$ cat config.mk
export PLATFORM = sky130hd
export DESIGN_NAME = lsram_march_tester
export DESIGN_NICKNAME = d
export VERILOG_FILES = /design/src/rtl/lsram_march_pkg.sv /design/src/rtl/lsram_march_addr_gen.sv /design/src/rtl/lsram_march_tester.sv
export SDC_FILE = /design/constraint.sdc
export NUM_CORES = 1
export LEC_CHECK = 0
export BUFFER_PORTS_ARGS = -buffer_cell sky130_fd_sc_hd__buf_2
export CAP_MARGIN = 20
export CORE_MARGIN = 3
export CORE_UTILIZATION = 55
export DETAILED_ROUTE_END_ITERATION = 12
export HOLD_SLACK_MARGIN = 0.08
export PLACE_DENSITY = 0.88
export RECOVER_POWER = 25
export SETUP_SLACK_MARGIN = 0.02
export SYNTH_ARGS = -nofsm -noshare
export SYNTH_HDL_FRONTEND = slang
export SYNTH_SLANG_ARGS = --single-unit
$ cat constraint.sdc
create_clock -name CLK -period 5.6 [get_ports CLK]
set_input_delay 0.56 -clock CLK [delete_from_list [all_inputs] [get_ports CLK]]
set_output_delay 0.56 -clock CLK [all_outputs]
set_load 0.005 [all_outputs]
$ cat src/rtl/lsram_march_pkg.sv
// Shared types and per-element constant tables for the LSRAM March C- tester.
package lsram_march_pkg;

  // Sequencer states
  typedef enum logic [2:0] {
    ST_IDLE = 3'd0,
    ST_WR   = 3'd1,
    ST_RD   = 3'd2,
    ST_CHK  = 3'd3,
    ST_FIN  = 3'd4
  } state_e;

  // March element index (M0..M5)
  typedef logic [2:0] elem_t;

  localparam elem_t ELEM_FIRST = 3'd0;
  localparam elem_t ELEM_LAST  = 3'd5;

  // Per-element tables, bit N describes element MN. Bits 6 and 7 are unused
  // so that a 3-bit element index always selects a defined bit.
  //   M0 up   w0
  //   M1 up   r0 w1
  //   M2 up   r1 w0
  //   M3 down r0 w1
  //   M4 down r1 w0
  //   M5 up   r0
  localparam logic [7:0] ELEM_DOWN    = 8'b0001_1000;  // address walks DEPTH-1 -> 0
  localparam logic [7:0] ELEM_EXP_ONE = 8'b0001_0100;  // read expects background "1"
  localparam logic [7:0] ELEM_WR_ONE  = 8'b0000_1010;  // write stores background "1"
  localparam logic [7:0] ELEM_HAS_WR  = 8'b0001_1111;  // element contains a write

  // Picks background "0" or background "1" for a given pattern.
  function automatic logic [31:0] bg_sel32(input logic one, input logic [31:0] pat);
    return one ? ~pat : pat;
  endfunction

endpackage

$ cat src/rtl/lsram_march_addr_gen.sv
// Up/down address counter for the march sequencer. Loads 0 or DEPTH-1 and
// flags the terminal address of the current direction by explicit compare.
module lsram_march_addr_gen #(
  parameter int DEPTH  = 1024,
  parameter int ADDR_W = 10
) (
  input  logic              CLK,
  input  logic              RESET,
  input  logic              load_i,
  input  logic              load_down_i,
  input  logic              step_i,
  input  logic              down_i,
  output logic [ADDR_W-1:0] addr_o,
  output logic              term_o
);

  localparam logic [ADDR_W-1:0] ADDR_LAST = ADDR_W'(DEPTH - 1);
  localparam logic [ADDR_W-1:0] ADDR_ONE  = ADDR_W'(1);

  logic [ADDR_W-1:0] addr_q, addr_d;

  // Next address: a load wins over a step
  always_comb begin
    addr_d = addr_q;
    if (load_i) begin
      addr_d = load_down_i ? ADDR_LAST : '0;
    end else if (step_i) begin
      addr_d = down_i ? (addr_q - ADDR_ONE) : (addr_q + ADDR_ONE);
    end
  end

  // Address register
  always_ff @(posedge CLK) begin
    if (RESET) begin
      addr_q <= '0;
    end else begin
      addr_q <= addr_d;
    end
  end

  assign addr_o = addr_q;
  assign term_o = down_i ? (addr_q == '0) : (addr_q == ADDR_LAST);

endmodule

$ cat src/rtl/lsram_march_tester.sv
// March C- BIST initiator for the 1024x20 dual-port LSRAM. Writes on port A,
// reads on port B, checks every read and reports pass/fail plus the first
// failing address, data and element.
module lsram_march_tester
  import lsram_march_pkg::*;
#(
  parameter int               DEPTH    = 1024,
  parameter int               ADDR_W   = 10,
  parameter int               WIDTH    = 20,
  parameter logic [WIDTH-1:0] PATTERN  = '0,
  // Count loaded when a run is accepted. Leave at 0 in normal use; a value
  // just below 16'hFFFF makes the saturating counter reachable in a short run.
  parameter logic [15:0]      ERR_INIT = 16'h0000
) (
  input  logic              CLK,
  input  logic              RESET,
  input  logic              START,
  output logic              BUSY,
  output logic              DONE,
  output logic              PASS,
  output logic [15:0]       ERR_COUNT,
  output logic [ADDR_W-1:0] FAIL_ADDR,
  output logic [WIDTH-1:0]  FAIL_DATA,
  output logic [2:0]        FAIL_ELEM,
  output logic [ADDR_W-1:0] A_ADDR,
  output logic [WIDTH-1:0]  A_DIN,
  output logic              A_WEN,
  output logic [ADDR_W-1:0] B_ADDR,
  output logic [WIDTH-1:0]  B_DIN,
  output logic              B_WEN,
  input  logic [WIDTH-1:0]  B_DOUT
);

  // Saturating increment for the mismatch counter
  function automatic logic [15:0] sat_inc(input logic [15:0] v);
    return (v == 16'hFFFF) ? v : (v + 16'd1);
  endfunction

  state_e state_q, state_d;
  elem_t  elem_q, elem_d, elem_nxt;

  logic              ag_load, ag_load_down, ag_step, ag_down;
  logic [ADDR_W-1:0] addr;
  logic              term;

  logic [WIDTH-1:0]  exp_val, wr_val;
  logic              start_acc, mismatch;

  logic [15:0]       err_q, err_d;
  logic              fail_seen_q, fail_seen_d;
  logic [ADDR_W-1:0] fail_addr_q, fail_addr_d;
  logic [WIDTH-1:0]  fail_data_q, fail_data_d;
  elem_t             fail_elem_q, fail_elem_d;
  logic              pass_q, pass_d;

  assign elem_nxt = elem_q + 3'd1;
  assign ag_down  = ELEM_DOWN[elem_q];

  lsram_march_addr_gen #(
    .DEPTH  (DEPTH),
    .ADDR_W (ADDR_W)
  ) u_addr_gen (
    .CLK         (CLK),
    .RESET       (RESET),
    .load_i      (ag_load),
    .load_down_i (ag_load_down),
    .step_i      (ag_step),
    .down_i      (ag_down),
    .addr_o      (addr),
    .term_o      (term)
  );

  // State and element registers
  always_ff @(posedge CLK) begin
    if (RESET) begin
      state_q <= ST_IDLE;
      elem_q  <= ELEM_FIRST;
    end else begin
      state_q <= state_d;
      elem_q  <= elem_d;
    end
  end

  // Next state, element advance and address-counter control
  always_comb begin
    state_d      = state_q;
    elem_d       = elem_q;
    ag_load      = 1'b0;
    ag_load_down = 1'b0;
    ag_step      = 1'b0;
    case (state_q)
      ST_IDLE: begin
        if (START) begin
          state_d      = ST_WR;
          elem_d       = ELEM_FIRST;
          ag_load      = 1'b1;
          ag_load_down = ELEM_DOWN[ELEM_FIRST];
        end
      end
      ST_WR: begin
        if (term) begin
          state_d      = ST_RD;
          elem_d       = elem_nxt;
          ag_load      = 1'b1;
          ag_load_down = ELEM_DOWN[elem_nxt];
        end else begin
          ag_step = 1'b1;
        end
      end
      ST_RD: begin
        state_d = ST_CHK;
      end
      ST_CHK: begin
        if (term) begin
          if (elem_q == ELEM_LAST) begin
            state_d = ST_FIN;
          end else begin
            state_d      = ST_RD;
            elem_d       = elem_nxt;
            ag_load      = 1'b1;
            ag_load_down = ELEM_DOWN[elem_nxt];
          end
        end else begin
          state_d = ST_RD;
          ag_step = 1'b1;
        end
      end
      ST_FIN: begin
        state_d = ST_IDLE;
      end
      default: begin
        state_d = ST_IDLE;
      end
    endcase
  end

  // SRAM port drive and status strobes; everything rests at 0 in IDLE
  always_comb begin
    BUSY   = 1'b0;
    DONE   = 1'b0;
    A_WEN  = 1'b0;
    A_ADDR = '0;
    A_DIN  = '0;
    B_ADDR = '0;
    case (state_q)
      ST_WR: begin
        BUSY   = 1'b1;
        A_WEN  = 1'b1;
        A_ADDR = addr;
        A_DIN  = PATTERN;
      end
      ST_RD: begin
        BUSY   = 1'b1;
        B_ADDR = addr;
      end
      ST_CHK: begin
        // The write lands one cycle after the read of the same address
        BUSY = 1'b1;
        if (ELEM_HAS_WR[elem_q]) begin
          A_WEN  = 1'b1;
          A_ADDR = addr;
          A_DIN  = wr_val;
        end
      end
      ST_FIN: begin
        DONE = 1'b1;
      end
      default: ;
    endcase
  end

  assign B_DIN = '0;
  assign B_WEN = 1'b0;

  // Expected read value and element write value
  assign exp_val   = WIDTH'(bg_sel32(ELEM_EXP_ONE[elem_q], 32'(PATTERN)));
  assign wr_val    = WIDTH'(bg_sel32(ELEM_WR_ONE[elem_q], 32'(PATTERN)));
  assign start_acc = (state_q == ST_IDLE) && START;
  assign mismatch  = (state_q == ST_CHK) && (B_DOUT != exp_val);

  // Result bookkeeping: clear on accepted start, count and capture on mismatch
  always_comb begin
    err_d       = err_q;
    fail_seen_d = fail_seen_q;
    fail_addr_d = fail_addr_q;
    fail_data_d = fail_data_q;
    fail_elem_d = fail_elem_q;
    pass_d      = pass_q;
    if (start_acc) begin
      err_d       = ERR_INIT;
      fail_seen_d = 1'b0;
      fail_addr_d = '0;
      fail_data_d = '0;
      fail_elem_d = '0;
      pass_d      = 1'b0;
    end else if (mismatch) begin
      err_d = sat_inc(err_q);
      if (!fail_seen_q) begin
        fail_seen_d = 1'b1;
        fail_addr_d = addr;
        fail_data_d = B_DOUT;
        fail_elem_d = elem_q;
      end
    end
    if (state_q == ST_FIN) begin
      pass_d = (err_q == 16'h0000);
    end
  end

  // Result registers
  always_ff @(posedge CLK) begin
    if (RESET) begin
      err_q       <= '0;
      fail_seen_q <= 1'b0;
      fail_addr_q <= '0;
      fail_data_q <= '0;
      fail_elem_q <= '0;
      pass_q      <= 1'b0;
    end else begin
      err_q       <= err_d;
      fail_seen_q <= fail_seen_d;
      fail_addr_q <= fail_addr_d;
      fail_data_q <= fail_data_d;
      fail_elem_q <= fail_elem_d;
      pass_q      <= pass_d;
    end
  end

  // PASS is already valid in the DONE cycle and then held until the next run
  assign PASS      = (state_q == ST_FIN) ? (err_q == 16'h0000) : pass_q;
  assign ERR_COUNT = err_q;
  assign FAIL_ADDR = fail_addr_q;
  assign FAIL_DATA = fail_data_q;
  assign FAIL_ELEM = fail_elem_q;

endmodule

==> impl_summary.log <==
INFO  metric run_status = finished clean
INFO  metric layout.cells.most_common_list = sky130_fd_sc_hd__nand2_1, sky130_fd_sc_hd__buf_2, sky130_fd_sc_hd__dfxtp_1
INFO  metric core = 0.00694 mm²
INFO  metric gp_congestion = between 0.8 and 0.9
INFO  metric drt.antenna.violating_nets = 0
INFO  metric crit_required = 5.88 ns
INFO  metric num_cts_buffers = 9
INFO  metric cts-root-to-sink-buffers = 2
INFO  metric synth_seq_area_share = 0.354
INFO  metric rsz0062_at_grt = false
INFO  metric post_synth_num_cell_types = between 40 and 50
INFO  metric timing.hold.ws = 0.458 ns
INFO  metric synthFlopType = sky130_fd_sc_hd__dfxtp_1
INFO  metric path_class = input port to register
INFO  metric vias_in_the_first_global_route = 3587
INFO  metric routed_wirelength = 10400 µm
INFO  metric global_route.usage.total = 0.239
INFO  metric firstDrtPassIters = 6
INFO  metric filler_cell_count = ~580
INFO  metric num_io_pins = 137
INFO  metric synth_enable_flop_cells = 0
INFO  metric crit_fanout = 33
INFO  metric numPortBuffers = 115
INFO  metric finalCriticalPeriod = 2.73 ns
INFO  metric max_freq = 367 MHz
INFO  metric grt_start_max_net_pins = 56
INFO  metric leakagePower = a little under 2 nW
INFO  metric worst-endpoint-arrival = 3.00 ns
INFO  metric ctsHtreeMaxLevel = 3
INFO  metric drt-wirelength-per-cell = roughly 15 µm
INFO  metric power-per-cell-area = 238 mW/mm²
INFO  metric dpl_hpwl = 7320 µm
INFO  metric drt_first_iter_violations = 391
INFO  metric clock_root_buffer = sky130_fd_sc_hd__clkbuf_8
INFO  metric numPlacedInstances = ~700
INFO  metric clk-insertion-delay-late = 0.34 ns
INFO  metric synth.cell_area = 0.00402 mm²
INFO  metric endpoint_kind = register
INFO  metric synth_cells = 521
INFO  metric min_period_over_period = 0.487
INFO  metric hold_viol_final = 0
INFO  metric cap_violations = 0
INFO  metric synthArstFlopShare = 0
INFO  metric syn_to_final_growth = 14.5%
INFO  metric worst_setup_path_start_kind = input port
INFO  metric post-route-worst-setup-slack = between 2 and 3 ns
INFO  metric ctsResizeCount = 0
INFO  metric gr-total-overflow = 0
INFO  metric postcts_setup_bufs = 0
INFO  metric routed-via-count = 3961
INFO  metric post_place_setup_slack = ~2.2 ns
INFO  metric via_per_inst = 5.60
INFO  metric timing.hold.worst.class = register to register
INFO  metric finalSetupTns = 0 ns
INFO  metric insertedDiodeCount = 0
INFO  metric fraction_of_layout_instances_using_a_drive_strength_above_1 = 0.183
INFO  metric dieWidth = 91.5 µm
INFO  metric cts_hold_buffers = 0
INFO  metric die_height = 91.5 µm
INFO  metric nets = 642
INFO  metric worstMarginPinSlew = between 1 and 1.5 ns
INFO  metric die_area = about 0.0084 mm²
INFO  metric tritoncts = built
INFO  metric setup_viol = 0
INFO  metric start_util = 0.579
INFO  metric detail_route.drc_violations = 0
INFO  metric yosys_synthesis_warning_count = 0
INFO  metric antenna_found_initial = 0
INFO  metric grt_first_pass_wirelength = 16700 µm
INFO  metric stdcell_count = 707
INFO  metric clock_skew = 0.00699 ns
INFO  metric vdd.ir_drop.worst = approximately 160 µV
INFO  metric cell_row_count = 30
INFO  metric path_clk_slew = 0.08 ns
INFO  metric drv_slew = 0
INFO  metric post_synth.cell_area_avg = 7.71 µm²
INFO  metric numClockSinks = between 70 and 80
INFO  metric relSlewSlack = 0.307
INFO  metric fin_util = 0.662
INFO  metric flops_latches_synth = 71
[state kept, by name, indices dropped and copies added, names as in the netlist, 3 cells and up, named ones only]
register	flops
FAIL_DATA	20
ERR_COUNT	16
FAIL_ADDR	10
u_addr_gen.addr_o	10
FAIL_ELEM	3
elem_q	3
state_q	3
[kinds of logic (layout without fill, tap and decap cells)]
group                      after synthesis  count (layout)  share of synthesized area
xor gates and xnor gates                20              20                     0.0436
DFF                                     71              71                      0.354
buffers and inverters                   76             146                      0.118
adders and majority gates               13              13                     0.0424
other                                    1              21                   0.000933
muxes                                    4               4                    0.00997
and+or+nand+nor                        251             251                      0.305
AOI/OAI and AO/OA                       85              85                      0.126
[synthesized netlist by cell type, types with 2 or more instances]
library cell                 n  share of area
sky130_fd_sc_hd__a211oi_1    3         0.0056
sky130_fd_sc_hd__a21oi_1    51          0.064
sky130_fd_sc_hd__a31oi_1     4         0.0062
sky130_fd_sc_hd__a41oi_1     2         0.0044
sky130_fd_sc_hd__and2_1     21          0.033
sky130_fd_sc_hd__and3_1      5         0.0078
sky130_fd_sc_hd__and4_1      2         0.0044
sky130_fd_sc_hd__buf_1       2         0.0019
sky130_fd_sc_hd__buf_2       4         0.0050
sky130_fd_sc_hd__buf_4      43          0.080
sky130_fd_sc_hd__buf_6       3         0.0084
sky130_fd_sc_hd__clkbuf_1   12          0.011
sky130_fd_sc_hd__dfxtp_1    71           0.35
sky130_fd_sc_hd__ha_1       12          0.037
sky130_fd_sc_hd__inv_1      12          0.011
sky130_fd_sc_hd__mux2i_1     4          0.010
sky130_fd_sc_hd__nand2_1    89          0.083
sky130_fd_sc_hd__nand2b_1    3         0.0047
sky130_fd_sc_hd__nand3_1    22          0.027
sky130_fd_sc_hd__nand3b_1    5         0.0093
sky130_fd_sc_hd__nand4_1    13          0.020
sky130_fd_sc_hd__nor2_1     38          0.036
sky130_fd_sc_hd__nor2b_1     3         0.0047
sky130_fd_sc_hd__nor3_1     23          0.029
sky130_fd_sc_hd__nor4_1     12          0.019
sky130_fd_sc_hd__nor4b_1     2         0.0044
sky130_fd_sc_hd__o2111ai_1   2         0.0044
sky130_fd_sc_hd__o21a_1      3         0.0056
sky130_fd_sc_hd__o21ai_0     8          0.010
sky130_fd_sc_hd__o22ai_1     3         0.0047
sky130_fd_sc_hd__or3_1       6         0.0093
sky130_fd_sc_hd__or4_1       3         0.0056
sky130_fd_sc_hd__xnor2_1     6          0.013
sky130_fd_sc_hd__xor2_1     14          0.031
[metal layers]
layer	track usage	vias up	wire, µm	share of wire
li1	-	1906	-	-
met4	0.0917	0	255	0.025
met5	0	-	0	0
met1	0.289	1826	4070	0.39
met3	0.0621	33	849	0.082
met2	0.402	196	5220	0.50
[power breakdown]
group | internal (W) | switching, W | total (W)
sequential | 0.000513 | 0.0000189 | 0.000532
clock | 0.000265 | 0.000203 | 0.000468
combinational | 0.0000349 | 0.0000590 | 0.0000939
[cell type report]
class                   instances  area (µm²)  area share
flip-flops and latches         71        1420       0.309
repair buffers                118         586       0.127
multi-input cells             394        2200       0.478
well taps                      96         120      0.0261
clock inverters                 6        92.6      0.0201
inverters                      12        45.0     0.00979
clock buffers                  10         138      0.0299
[critical path: stages]
cell and delay (ns):
sky130_fd_sc_hd__buf_2 0.11, sky130_fd_sc_hd__or4_1 0.51, sky130_fd_sc_hd__nor4_1 0.28, sky130_fd_sc_hd__o221ai_1 0.18
sky130_fd_sc_hd__buf_4 0.22, sky130_fd_sc_hd__nand2_1 0.77, sky130_fd_sc_hd__nand2_1 0.17, sky130_fd_sc_hd__a21oi_1 0.19
[path summary, 6_finish.rpt]
check | from | end | slack, ns | cells past startpoint
setup / recovery | B_DOUT[3] | FAIL_DATA[0]$_SDFFE_PP0P_ | 2.87 | 8
hold / removal | FAIL_ELEM[2]$_SDFFE_PP0P_ | FAIL_ELEM[2]$_SDFFE_PP0P_ | 0.46 | 2
setup reg to reg | exp_val[0]$_DFF_P_ | FAIL_DATA[0]$_SDFFE_PP0P_ | 3.20 | 7
hold reg to reg | FAIL_ELEM[2]$_SDFFE_PP0P_ | FAIL_ELEM[2]$_SDFFE_PP0P_ | 0.46 | 2
[metrics by stage]
stage	instance area (µm²)	power (W)
4_1_cts	4600	0.00109
5_1_grt	4600	0.00113
3_5_place_dp	4370	0.000635
6_report	4600	0.00109
2_1_floorplan	4090	0.000611
3_3_place_gp	4370	0.000631
Note: power is estimated with default switching activity, not from simulation.
